### src/rtl/step_rate_meter.sv
`default_nettype none
// ============================================================================
//  Module      : step_rate_meter
//  Description : Conditions the raw step pulse, counts steps per second and
//                keeps a sliding window of per-second bins whose sum is the
//                pulses-per-minute figure. Also produces the 1 Hz sec_tick.
//  Revision    : 1.0 - initial release
// ============================================================================
module step_rate_meter #(
    parameter int CLK_HZ = 100_000_000,
    parameter int WINDOW = 60
) (
    input  logic       clk,
    input  logic       reset,
    input  logic       pulse_in,
    output logic       sec_tick,
    output logic [9:0] ppm,
    output logic       ppm_valid,
    output logic       window_full
);

    localparam int c_pre_w   = (CLK_HZ > 1) ? $clog2(CLK_HZ) : 1;
    localparam int c_ptr_w   = (WINDOW > 1) ? $clog2(WINDOW) : 1;
    localparam int c_sum_raw = $clog2(WINDOW * 255 + 1);
    // Never narrower than the 10-bit output so the clamp compare is exact.
    localparam int c_sum_w   = (c_sum_raw < 10) ? 10 : c_sum_raw;

    localparam logic [c_pre_w-1:0] c_pre_last = c_pre_w'(CLK_HZ - 1);
    localparam logic [c_ptr_w-1:0] c_ptr_last = c_ptr_w'(WINDOW - 1);
    localparam logic [c_sum_w-1:0] c_ppm_max  = c_sum_w'(1023);
    localparam logic [7:0]         c_cnt_max  = 8'hFF;

    logic               r_sync1;
    logic               r_sync2;
    logic               r_sync3;
    logic               w_edge;
    logic [c_pre_w-1:0] r_pre_cnt;
    logic               w_tick;
    logic [7:0]         r_cur_cnt;
    logic [7:0]         r_bin [WINDOW];
    logic [WINDOW-1:0]  r_valid;
    logic [c_ptr_w-1:0] r_wr_ptr;
    logic [c_ptr_w-1:0] w_ptr_next;
    logic [c_sum_w-1:0] r_sum;
    logic [7:0]         w_old;
    logic [c_sum_w-1:0] w_sum_next;

    // One step is one synchronized 0->1 transition.
    assign w_edge   = r_sync2 & ~r_sync3;
    assign w_tick   = (r_pre_cnt == c_pre_last);
    assign sec_tick = w_tick;

    // Bins never written since reset contribute nothing to the window sum.
    assign w_old      = r_valid[r_wr_ptr] ? r_bin[r_wr_ptr] : 8'd0;
    assign w_sum_next = r_sum - c_sum_w'(w_old) + c_sum_w'(r_cur_cnt);
    assign w_ptr_next = (r_wr_ptr == c_ptr_last) ? '0 : r_wr_ptr + 1'b1;

    // Two-flop synchronizer plus the edge-detect history flop.
    always_ff @(posedge clk) begin
        if (!reset) begin
            r_sync1 <= 1'b0;
            r_sync2 <= 1'b0;
            r_sync3 <= 1'b0;
        end else begin
            r_sync1 <= pulse_in;
            r_sync2 <= r_sync1;
            r_sync3 <= r_sync2;
        end
    end

    // Free-running one-second prescaler; tick is the last count of the second.
    always_ff @(posedge clk) begin
        if (!reset) begin
            r_pre_cnt <= '0;
        end else if (w_tick) begin
            r_pre_cnt <= '0;
        end else begin
            r_pre_cnt <= r_pre_cnt + 1'b1;
        end
    end

    // Current-second counter; an edge coincident with the tick opens the new second.
    always_ff @(posedge clk) begin
        if (!reset) begin
            r_cur_cnt <= 8'd0;
        end else if (w_tick) begin
            r_cur_cnt <= w_edge ? 8'd1 : 8'd0;
        end else if (w_edge && (r_cur_cnt != c_cnt_max)) begin
            r_cur_cnt <= r_cur_cnt + 8'd1;
        end
    end

    // Bin storage is left unreset so it can map onto a RAM; validity gates reads.
    always_ff @(posedge clk) begin
        if (w_tick) begin
            r_bin[r_wr_ptr] <= r_cur_cnt;
        end
    end

    // Window bookkeeping: running sum, bin validity, write pointer and outputs.
    always_ff @(posedge clk) begin
        if (!reset) begin
            r_sum       <= '0;
            r_valid     <= '0;
            r_wr_ptr    <= '0;
            ppm         <= 10'd0;
            ppm_valid   <= 1'b0;
            window_full <= 1'b0;
        end else begin
            ppm_valid <= w_tick;
            if (w_tick) begin
                r_sum             <= w_sum_next;
                r_valid[r_wr_ptr] <= 1'b1;
                r_wr_ptr          <= w_ptr_next;
                ppm               <= (w_sum_next > c_ppm_max) ? 10'd1023 : w_sum_next[9:0];
                if (r_wr_ptr == c_ptr_last) begin
                    window_full <= 1'b1;
                end
            end
        end
    end

endmodule
`default_nettype wire
### config.mk
export PLATFORM = sky130hd
export DESIGN_NAME = step_rate_meter
export DESIGN_NICKNAME = d
export VERILOG_FILES = /design/src/rtl/step_rate_meter.sv
export SDC_FILE = /design/constraint.sdc
export NUM_CORES = 1
export LEC_CHECK = 0
export ABC_AREA = 1
export BUFFER_PORTS_ARGS = -buffer_cell sky130_fd_sc_hd__buf_2
export CAP_MARGIN = 20
export CORE_ASPECT_RATIO = 0.75
export CORE_MARGIN = 10
export CORE_UTILIZATION = 57
export CTS_BUF_LIST = sky130_fd_sc_hd__clkbuf_8 sky130_fd_sc_hd__clkbuf_16
export DETAILED_ROUTE_END_ITERATION = 12
export PLACE_DENSITY = 0.76
export SYNTH_ARGS = -nofsm -noshare
export SYNTH_HDL_FRONTEND = slang
export SYNTH_SLANG_ARGS = --single-unit
### constraint.sdc
create_clock -name clk -period 3.3 [get_ports clk]
set_input_delay 0.33 -clock clk [delete_from_list [all_inputs] [get_ports clk]]
set_output_delay 0.33 -clock clk [all_outputs]
set_load 0.005 [all_outputs]
==> results.md, run 1 <==
Outcome:
- The flow ran to the end, but the final reports show violations.
- The final reports fail on setup timing.

Timing:
- The post-layout worst setup margin is -0.422 ns.
- The final count of hold timing violations came to 0.
- At the pin with the least slew margin, the transition time is ~0.9 ns.
- The worst max-slew margin expressed relative to the limit is ~40%.
- Setup repair after global routing could not meet its margin everywhere.
- The routed design could run at a clock period as short as about 3.7 ns.
- The top achievable clock speed is 0.269 GHz.
- The period utilization is 113%.
- The clock arrives with between 0.02 and 0.025 ns of skew.
- The count of final setup violators is 21.
- The max-slew violation total from the final report is 0.

Routing:
- Summed over all layers, the routed wires come to ~72,000 um.
- The routed length per instance is 19.9 um.
- The first-pass iteration count of the detailed router is 7.
- The detailed-route DRC error count is 0.
- The initial DRC count is around 2,700.
- The count of nets left with antenna violations once routing finished came out at 0.
- After detailed routing, the number of vias per cell comes to approximately 5.7.
- The detailed-route via count is approximately 21,000.

Pwr:
- The peak supply drop is ~400 uV.
- The final total power is 0.0147 W.
- The power per cell area is 471 nW/um^2.
- The leakage power is approximately 13 nW.

Floorplan:
- From left edge to right edge, the die measures approximately 270 um.
- The initial cell density of the core is 57.9%.
- 16 I/O pins were placed.
- The die height is between 200 and 250 um.
- The area of the die is between 50,000 and 60,000 sq um.
- The floorplan has between 60 and 70 rows.
- The standard cell core area is 46,200 sq um.

Place:
- Routability-driven placement finished with a final weighted congestion of 0.984.
- Port buffering added 15 buffers.
- The HPWL after detailed placement is about 46,000 um.
- Once placement completed, the tool counted placed cells totaling about 3,500.

Worst setup path:
- For the worst setup path, the data required time is ~3.8 ns.
- In this design, the critical path's most frequently occurring cell is sky130_fd_sc_hd__nand2_1.
- On the worst path, the slowest cell contributes a delay of approximately 0.43 ns.
- STA classifies the critical path startpoint as a register.
- The worst setup path is of the register to register kind.
- STA puts the critical path data arrival time at ~4.2 ns.
- The endpoint type of the worst setup path is a register.
- On the critical path, the stage with the largest delay is an instance of sky130_fd_sc_hd__fa_1.
- The number of cells on the worst reg-to-reg path is 27.
- In this run the worst path has a maximum fanout of 35.
- In this run the register-to-register setup slack is -0.42 ns.
- In this run the critical register-to-register path is captured at ppm[6].

Finish:
- The post-synthesis to final-layout area growth is 17.0%.
- For this run, the post-layout net count is ~3,000.
- Once layout is complete, the utilization of the core stands at 67.8%.
- The number of diodes added for antenna fixing is 0.
- Leaving out filler cells and counting taps, the final layout contains 3,631.
- The proportion of layout cells with a drive suffix above 1 is between 10% and 20%.
- The count of fill cells added during filler insertion is roughly 3,400.

Synthesis:
- After Yosys synthesis, XOR and XNOR cells account for less than 1% of the synthesized area.
- The share of synthesized cell area in and, or, nand and nor gates is 24.9%.
- The net count of the mapped netlist is 2,811.
- Of all flip-flops after synthesis, the portion carrying an async set or reset was 0%.
- The adder-cell area share of the yosys netlist is under 10%.
- In this run the cell area of the synthesized design comes to approximately 27,000 sq um.
- The largest family of logic cells by synthesized area is simple AND/OR/NAND/NOR gates.
- The post-synthesis average cell area is 9.61 sq um.
- The post-synthesis instance total is ~2,800.
- Counting flops with a built-in enable in the synthesized netlist gives 480.
- Of the synthesized area, sequential elements account for 64.1%.
- Synthesis instantiated 42 different standard cells from the library.
- The multiplexer share of the synthesized area is 0%.
- The total of warnings raised by yosys is 0.
- The flip-flop and latch count after synthesis is 616.
- Among all flip-flop cells after synthesis, the most frequent one is sky130_fd_sc_hd__edfxtp_1.
- The compound-cell area share of the yosys netlist is 3.36%.

Global routing:
- The fraction of met1 tracks used by global routing is a little over a third.
- The residual overflow from global routing is 0.
- The met2 global-route usage is about two fifths.
- The initial antenna violation count is 0.
- The met3 global-route usage is 4.70%.
- The maximum number of pins on one net before global-route repair is 65.
- The highest-utilization routing layer at the global route stage is met2.
- The wire length of the first global-routing pass is 113,000 um.
- Across every metal layer, demand over resource in global routing totals 25.4%.
- The via count of the first global-routing pass came to 20,200.

Clocking:
- The root buffer cell is sky130_fd_sc_hd__clkbuf_16.
- The maximum count of clock buffers along a single path is 3.
- The number of buffers inserted during clock tree synthesis is between 50 and 60.
- The CTS sink count is 616.
- After clock tree synthesis, the clock-pin slew on the worst setup and hold paths is about 0.060 ns.
- The H-tree was split into 2 levels.
- At the later pin of the worst-skew pair, clock insertion delay measures approximately 0.63 ns.
- The clock tree from TritonCTS is yes.

Worst hold path:
- In this run the most critical hold path is launched from reset.
- The type of the worst min-delay path is input port to register.
- The worst hold path passes through 3 cells.
- The path with the worst hold slack has its endpoint at r_sync1.

Flow run:
- The count of max-cap constraint violations is 0.
Yosys cell counts (3+ instances only):
cell type	n	area, sq um
sky130_fd_sc_hd__dfxtp_1	136	2720
sky130_fd_sc_hd__buf_4	3	22.5
sky130_fd_sc_hd__o22ai_1	6	37.5
sky130_fd_sc_hd__edfxtp_1	480	14400
sky130_fd_sc_hd__o21ai_0	73	365
sky130_fd_sc_hd__nand4_1	25	156
sky130_fd_sc_hd__or2_2	9	56.3
sky130_fd_sc_hd__nor3_1	16	80.1
sky130_fd_sc_hd__clkbuf_1	43	161
sky130_fd_sc_hd__ha_1	17	213
sky130_fd_sc_hd__nand2_1	877	3290
sky130_fd_sc_hd__and3_1	3	18.8
sky130_fd_sc_hd__nor2_1	245	920
sky130_fd_sc_hd__xor2_1	13	114
sky130_fd_sc_hd__nor2_2	27	169
sky130_fd_sc_hd__inv_1	228	856
sky130_fd_sc_hd__inv_2	13	48.8
sky130_fd_sc_hd__buf_1	12	45.0
sky130_fd_sc_hd__o211ai_1	13	97.6
sky130_fd_sc_hd__nor3_2	3	30.0
sky130_fd_sc_hd__buf_2	71	355
sky130_fd_sc_hd__fa_1	8	160
sky130_fd_sc_hd__a21oi_1	73	365
sky130_fd_sc_hd__nand3_1	358	1790
sky130_fd_sc_hd__xnor2_1	5	43.8
sky130_fd_sc_hd__nand2_2	3	18.8
final cells by class:
| type | count | area [sq um] | area share (%) |
|---|---|---|---|
| Timing Repair Buffer | 243 | 2260 | 7.22 |
| Clock inverter | 47 | 323 | 1.03 |
| Multi-Input combinational cell | 1793 | 8400 | 26.8 |
| Clock buffer | 58 | 1440 | 4.60 |
| Inverter | 244 | 930 | 2.97 |
| Sequential cell | 616 | 17200 | 54.8 |
| Tap cell | 630 | 788 | 2.52 |
per-stage QoR:
stage | cell area (sq um) | hold WS (ns) | setup slack [ns] | setup TNS, ns
after floorplan | 26800 | 0.390 | 0.0303 | 0
after global placement | 29000 | 0.397 | -0.398 | -6.48
after global routing | 31300 | 0.0431 | -0.665 | -11.40
after CTS | 31200 | 0.00420 | -0.301 | -4.37
after detailed placement | 29000 | 0.398 | -0.452 | -7.16
final | 31300 | 0.0288 | -0.422 | -6.46
flip-flops by register name (all words and copies together), names as in the netlist, 6 cells and up, named ones only:
signal and flops:
ppm 10, r_bin 480, r_cur_cnt 8, r_pre_cnt 27, r_sum 14, r_valid 60, r_wr_ptr 6
per-layer routing:
layer / up-vias / part of all wire, %
li1: 9574 / -
met1: 9883 / 42
met2: 1089 / 45
met3: 157 / 10
met4: 0 / 2.8
met5: - / 0
cell families after synthesis:
family / Yosys count
simple gates: 1579
buf+inv: 375
fa+ha+maj: 25
flops: 616
compound gates: 170
xor+xnor: 18
repair_timing:
action	CTS	global route
pin swaps	5	2
setup buffers	0	1
gates cloned	4	2
setup endpoints to repair	21	22
hold endpoints to repair	1	0
resized for setup	63	21
hold buffers	1	0
how the worst max path moves through the flow:
stage                 from     end  slack, ns  cells past startpoint
2_1_floorplan     register  ppm[0]       0.03                     27
3_3_place_gp   r_wr_ptr[0]  ppm[2]      -0.40                     29
3_5_place_dp   r_wr_ptr[0]  ppm[6]      -0.45                     28
4_1_cts           register  ppm[6]      -0.30                     24
5_1_grt        r_wr_ptr[0]  ppm[6]      -0.66                     30
6_report          register  ppm[6]      -0.42                     27
worst max-delay path: cells and delay by family, from the launching register on:
kind | cells | cell delay, ns
and+or+nand+nor | 21 | 1.92
AOI/OAI and AO/OA | 1 | 0.14
DFF | 1 | 0.38
buffers and inverters | 3 | 0.50
adders and majority gates | 2 | 0.65
layout by cell type (no fill, tap or decap), types with 7 or more instances in the layout:
cell type                   synthesis  final
sky130_fd_sc_hd__dfxtp_1          136    123
sky130_fd_sc_hd__nand2_2            3     12
sky130_fd_sc_hd__fa_1               8      7
sky130_fd_sc_hd__xor2_1            13     12
sky130_fd_sc_hd__nand3_2            2     27
sky130_fd_sc_hd__buf_4              3    192
sky130_fd_sc_hd__buf_2             71     15
sky130_fd_sc_hd__inv_2             13     15
sky130_fd_sc_hd__or2_2              9      9
sky130_fd_sc_hd__nor2_2            27     29
sky130_fd_sc_hd__inv_1            228    236
sky130_fd_sc_hd__nand4_1           25     25
sky130_fd_sc_hd__edfxtp_1         480    480
sky130_fd_sc_hd__buf_12             0     22
sky130_fd_sc_hd__nand3_1          358    333
sky130_fd_sc_hd__nand2_1          877    867
sky130_fd_sc_hd__clkinv_2           1      7
sky130_fd_sc_hd__a21oi_2            0      7
sky130_fd_sc_hd__clkbuf_16          0     58
sky130_fd_sc_hd__nor2_1           245    243
sky130_fd_sc_hd__dfxtp_2            0     11
sky130_fd_sc_hd__nor3_1            16     16
sky130_fd_sc_hd__clkinv_1           2     16
sky130_fd_sc_hd__a21oi_1           73     65
sky130_fd_sc_hd__ha_1              17      9
sky130_fd_sc_hd__o21ai_0           73     70
sky130_fd_sc_hd__o211ai_1          13     13
where the power goes:
| group | switching (W) | internal [W] | total (W) |
|---|---|---|---|
| logic | 0.000103 | 0.0000497 | 0.000152 |
| registers | 0.0000107 | 0.00827 | 0.00828 |
| clock network | 0.00284 | 0.00346 | 0.00630 |
| total | 0.00296 | 0.0118 | 0.0147 |
No activity file was read; power rests on OpenSTA's default activity.
==> run 2: changes to the inputs <==
- HOLD_SLACK_MARGIN: not set -> 0.12
==> run 2 against run 1 <==
  * The run still ends with setup timing left
  * Via count is 0.21% lower
  * Total power hardly changed
  * Core utilization hardly changed
  * Critical path depth stayed put
  * Clock skew is 0.00087 ns lower
  * Non-clock buffer count is 2 higher
  * Hold slack better by 0.39 ns
  * Sequential power hardly changed
  * Routed wire length is 0.13% higher
  * First-iteration DRC count is 1.6% lower
  * Fmax is 0.50% higher
  * Register-to-register slack better by 0.02 ns
  * Critical endpoint unchanged
==> results.md, run 2 (synthesis gave the netlist of run 1 again) <==
Outcome:
- The checks that failed: setup timing.
- The run finished, with violations left.

Routing:
- For this run, design rule violations remaining after detail routing come to 0.
- The routed length per instance is between 15 and 20 um.
- The post-detailed-route count of antenna-violating nets is 0.
- The routed layout has ~21,000 vias.
- The wire length after detailed routing is 72,400 um.
- In the routed layout, each cell is associated on average with a via count of 5.69.
- The initial DRC count is between 2,000 and 3,000.
- The first-pass iteration count of the detailed router is 10.

Finish:
- Leaving out fill and tap cells, the most frequent cells in the layout are sky130_fd_sc_hd__nand2_1, sky130_fd_sc_hd__edfxtp_1, sky130_fd_sc_hd__nand3_1.
- The library cell used most frequently in the layout, excluding fill and tap cells, is sky130_fd_sc_hd__nand2_1.
- The largest registers in the layout are r_bin: 480 flops, r_valid: 60 flops, r_pre_cnt: 27 flops.
- The post-synthesis to final-layout area growth is 17.1%.
- The number of antenna diodes in the final layout is 0.
- Ranked by flip-flop count, first place goes to r_bin.
- The flip-flop count of the largest register after layout is 480.
- Cells with a size suffix above 1 make up between 10% and 20% of the layout.
- At the end of the flow, the number of nets in the layout was roughly 3,000.

Pwr:
- Sequential cells account for a little under three fifths of the total power.
- Power spread over the standard cell area amounts to 471 nW/um^2.
- The share of total power consumed by net switching is ~20%.
- Combinational logic is responsible for approximately 1.0% of the overall power.
- The final total power is between 0.01 and 0.015 W.
- The peak supply drop is ~400 uV.
- The design internal power is 0.0118 W.
- The switching power is 0.00295 W.
- The clock network burns between 40% and 50% of the power.
- The leakage power is ~13 nW.

Timing:
- The final count of hold timing violations is 0.
- Across all setup checks in the final design, the least slack found is -0.404 ns.
- The count of final setup violators is 21.
- In this run the tightest slew margin relative to its limit is about two fifths.
- The tightest hold margin is slightly above 0.4 ns.
- The transition at the pin with the smallest max-transition slack is about 0.9 ns.
- Setup repair after global routing could not meet its margin everywhere.
- The period utilization is 112%.
- On the final layout, the worst clock skew is around 0.019 ns.
- The worst path in the final design needs a cycle of approximately 3.7 ns, including I/O delays and setup.
- The summed negative setup slack over all endpoints is -6.27 ns.
- The max-slew violation total from the final report was 0.
- The top achievable clock speed is 0.270 GHz.

Worst setup path:
- Data on the critical path is required at its endpoint by 3.80 ns.
- The worst register-to-register path ends at ppm[6].
- The path depth of the worst reg2reg path is 27.
- Of all nets on the critical path, the largest fanout is 10.
- The critical path in this run is classified as register to register.
- The slowest library cell on the worst path is sky130_fd_sc_hd__fa_1.
- The critical path's most frequent cell is sky130_fd_sc_hd__nand2_1.
- The worst register-to-register path has a setup slack of -0.40 ns.
- The critical path's top delay family is simple AND/OR/NAND/NOR gates.
- The stage delay of the slowest cell on the critical path is ~0.50 ns.
- The kind of start point of the critical path is a register.
- The endpoint type of the worst setup path is a register.
- For the worst setup path, the data arrival time is around 4.2 ns.
- The critical path contains buffers and inverters numbering 5 combined.

Clocking:
- The root buffer cell is sky130_fd_sc_hd__clkbuf_16.
- At the later pin of the worst-skew pair, clock insertion delay measures approximately 0.63 ns.
- The number of buffers inserted during clock tree synthesis is between 50 and 60.
- No sink is reached through more buffers than the 3 on the longest clock path.
- The maximum level of the CTS H-tree is 2.
- The CTS sink count is ~620.
- After clock tree synthesis, the clock-pin slew on the worst setup and hold paths is 0.06 ns.
- The clock tree from TritonCTS is yes.

Floorplan:
- The number of primary I/O pins is 16.
- The floorplan step set the die width to approximately 270 um.
- The die height is about 210 um.
- The initialized floorplan defines between 60 and 70 standard-cell rows.
- The initial utilization of the core area, before any placement, comes to 57.9%.
- The area of the die is 56,100 sq um.
- The core region is around 46,000 sq um.

Flow run:
- Max-cap violations in this run came to 0.

Global routing:
- The maximum number of pins on one net before global-route repair is 65.
- The total routing resource utilization after global routing is around 25%.
- The residual overflow from global routing is 0.
- The wire length of the first global-routing pass is 113,000 um.
- The via count of the first global-routing pass is 20,200.
- The initial antenna violation count is 0.

Place:
- After legalization and detailed placement, the total HPWL measured about 46,000 um.
- Prior to clock tree synthesis, the placed netlist has a worst setup slack of -0.452 ns.
- The final weighted congestion in routability-driven placement is roughly 0.98.
- The count of buffers from port buffering is 15.

Worst hold path:
- The type of the worst min-delay path is register to register.
- The startpoint identified for the worst hold timing path is r_sync1.
- The hold path endpoint is r_sync2.
- Counting instances, the worst hold path has a depth of 2.
## run 2: changes by cell type in the layout (fill, tap and decap cells not counted)
cell                            change
sky130_fd_sc_hd__dlygate4sd3_1      +2
## run 2: tightest hold or removal path, delay by kind of cell, from the launching register on
family,cells,cell delay (ns)
AND/OR/NAND/NOR,1,0.04
buffers and inverters,1,0.04
flip-flops,1,0.30
## run 2: layout make-up
class | instances | area (sq um)
Fill cell | 3416 | 14900
Tap cell | 630 | 788
Clock buffer | 58 | 1440
Inverter | 244 | 930
Multi-Input combinational cell | 1793 | 8400
Timing Repair Buffer | 245 | 2280
Clock inverter | 47 | 323
Sequential cell | 616 | 17200
## run 2: repair_timing
item	4_1_cts	5_1_grt
hold buffers	3	0
gates resized for setup	63	21
pin swaps	5	2
setup endpoints to repair	21	22
gates cloned	4	2
hold endpoints to repair	7	0
buffers inserted	0	1
## run 2: per-layer routing
| metal | track usage (%) | up-vias | part of all wire [%] |
|---|---|---|---|
| met4 | 8.38 | 0 | 2.7 |
| met5 | 0 | - | 0 |
| met1 | 35.6 | 9862 | 41 |
| li1 | - | 9564 | - |
| met2 | 39.5 | 1080 | 45 |
| met3 | 4.64 | 154 | 10 |
## run 2: how the worst max path moves through the flow
stage	from	cells past startpoint	to
4_1_cts	register	24	ppm[6]
2_1_floorplan	register	27	ppm[0]
3_3_place_gp	r_wr_ptr[0]	29	ppm[2]
6_report	register	27	ppm[6]
5_1_grt	r_wr_ptr[0]	30	ppm[6]
3_5_place_dp	r_wr_ptr[0]	28	ppm[6]
## run 2: power by group through the flow
stage               sequential (W)  combinational (W)  clock (W)
floorplan                  0.00846          0.0000731          0
detailed placement         0.00845           0.000136          0
finish                     0.00828           0.000155    0.00630
global placement           0.00845           0.000135          0
global route               0.00828           0.000169    0.00667
CTS                        0.00828           0.000151    0.00636
## run 2: stage by stage
step,cell area [sq um],utilization [%],std cells
after floorplan,26800,-,2783
after global placement,29000,62.8,3518
after detailed placement,29000,62.8,3518
after CTS,31200,67.5,3630
after global routing,31300,67.8,3633
final,31300,67.8,3633
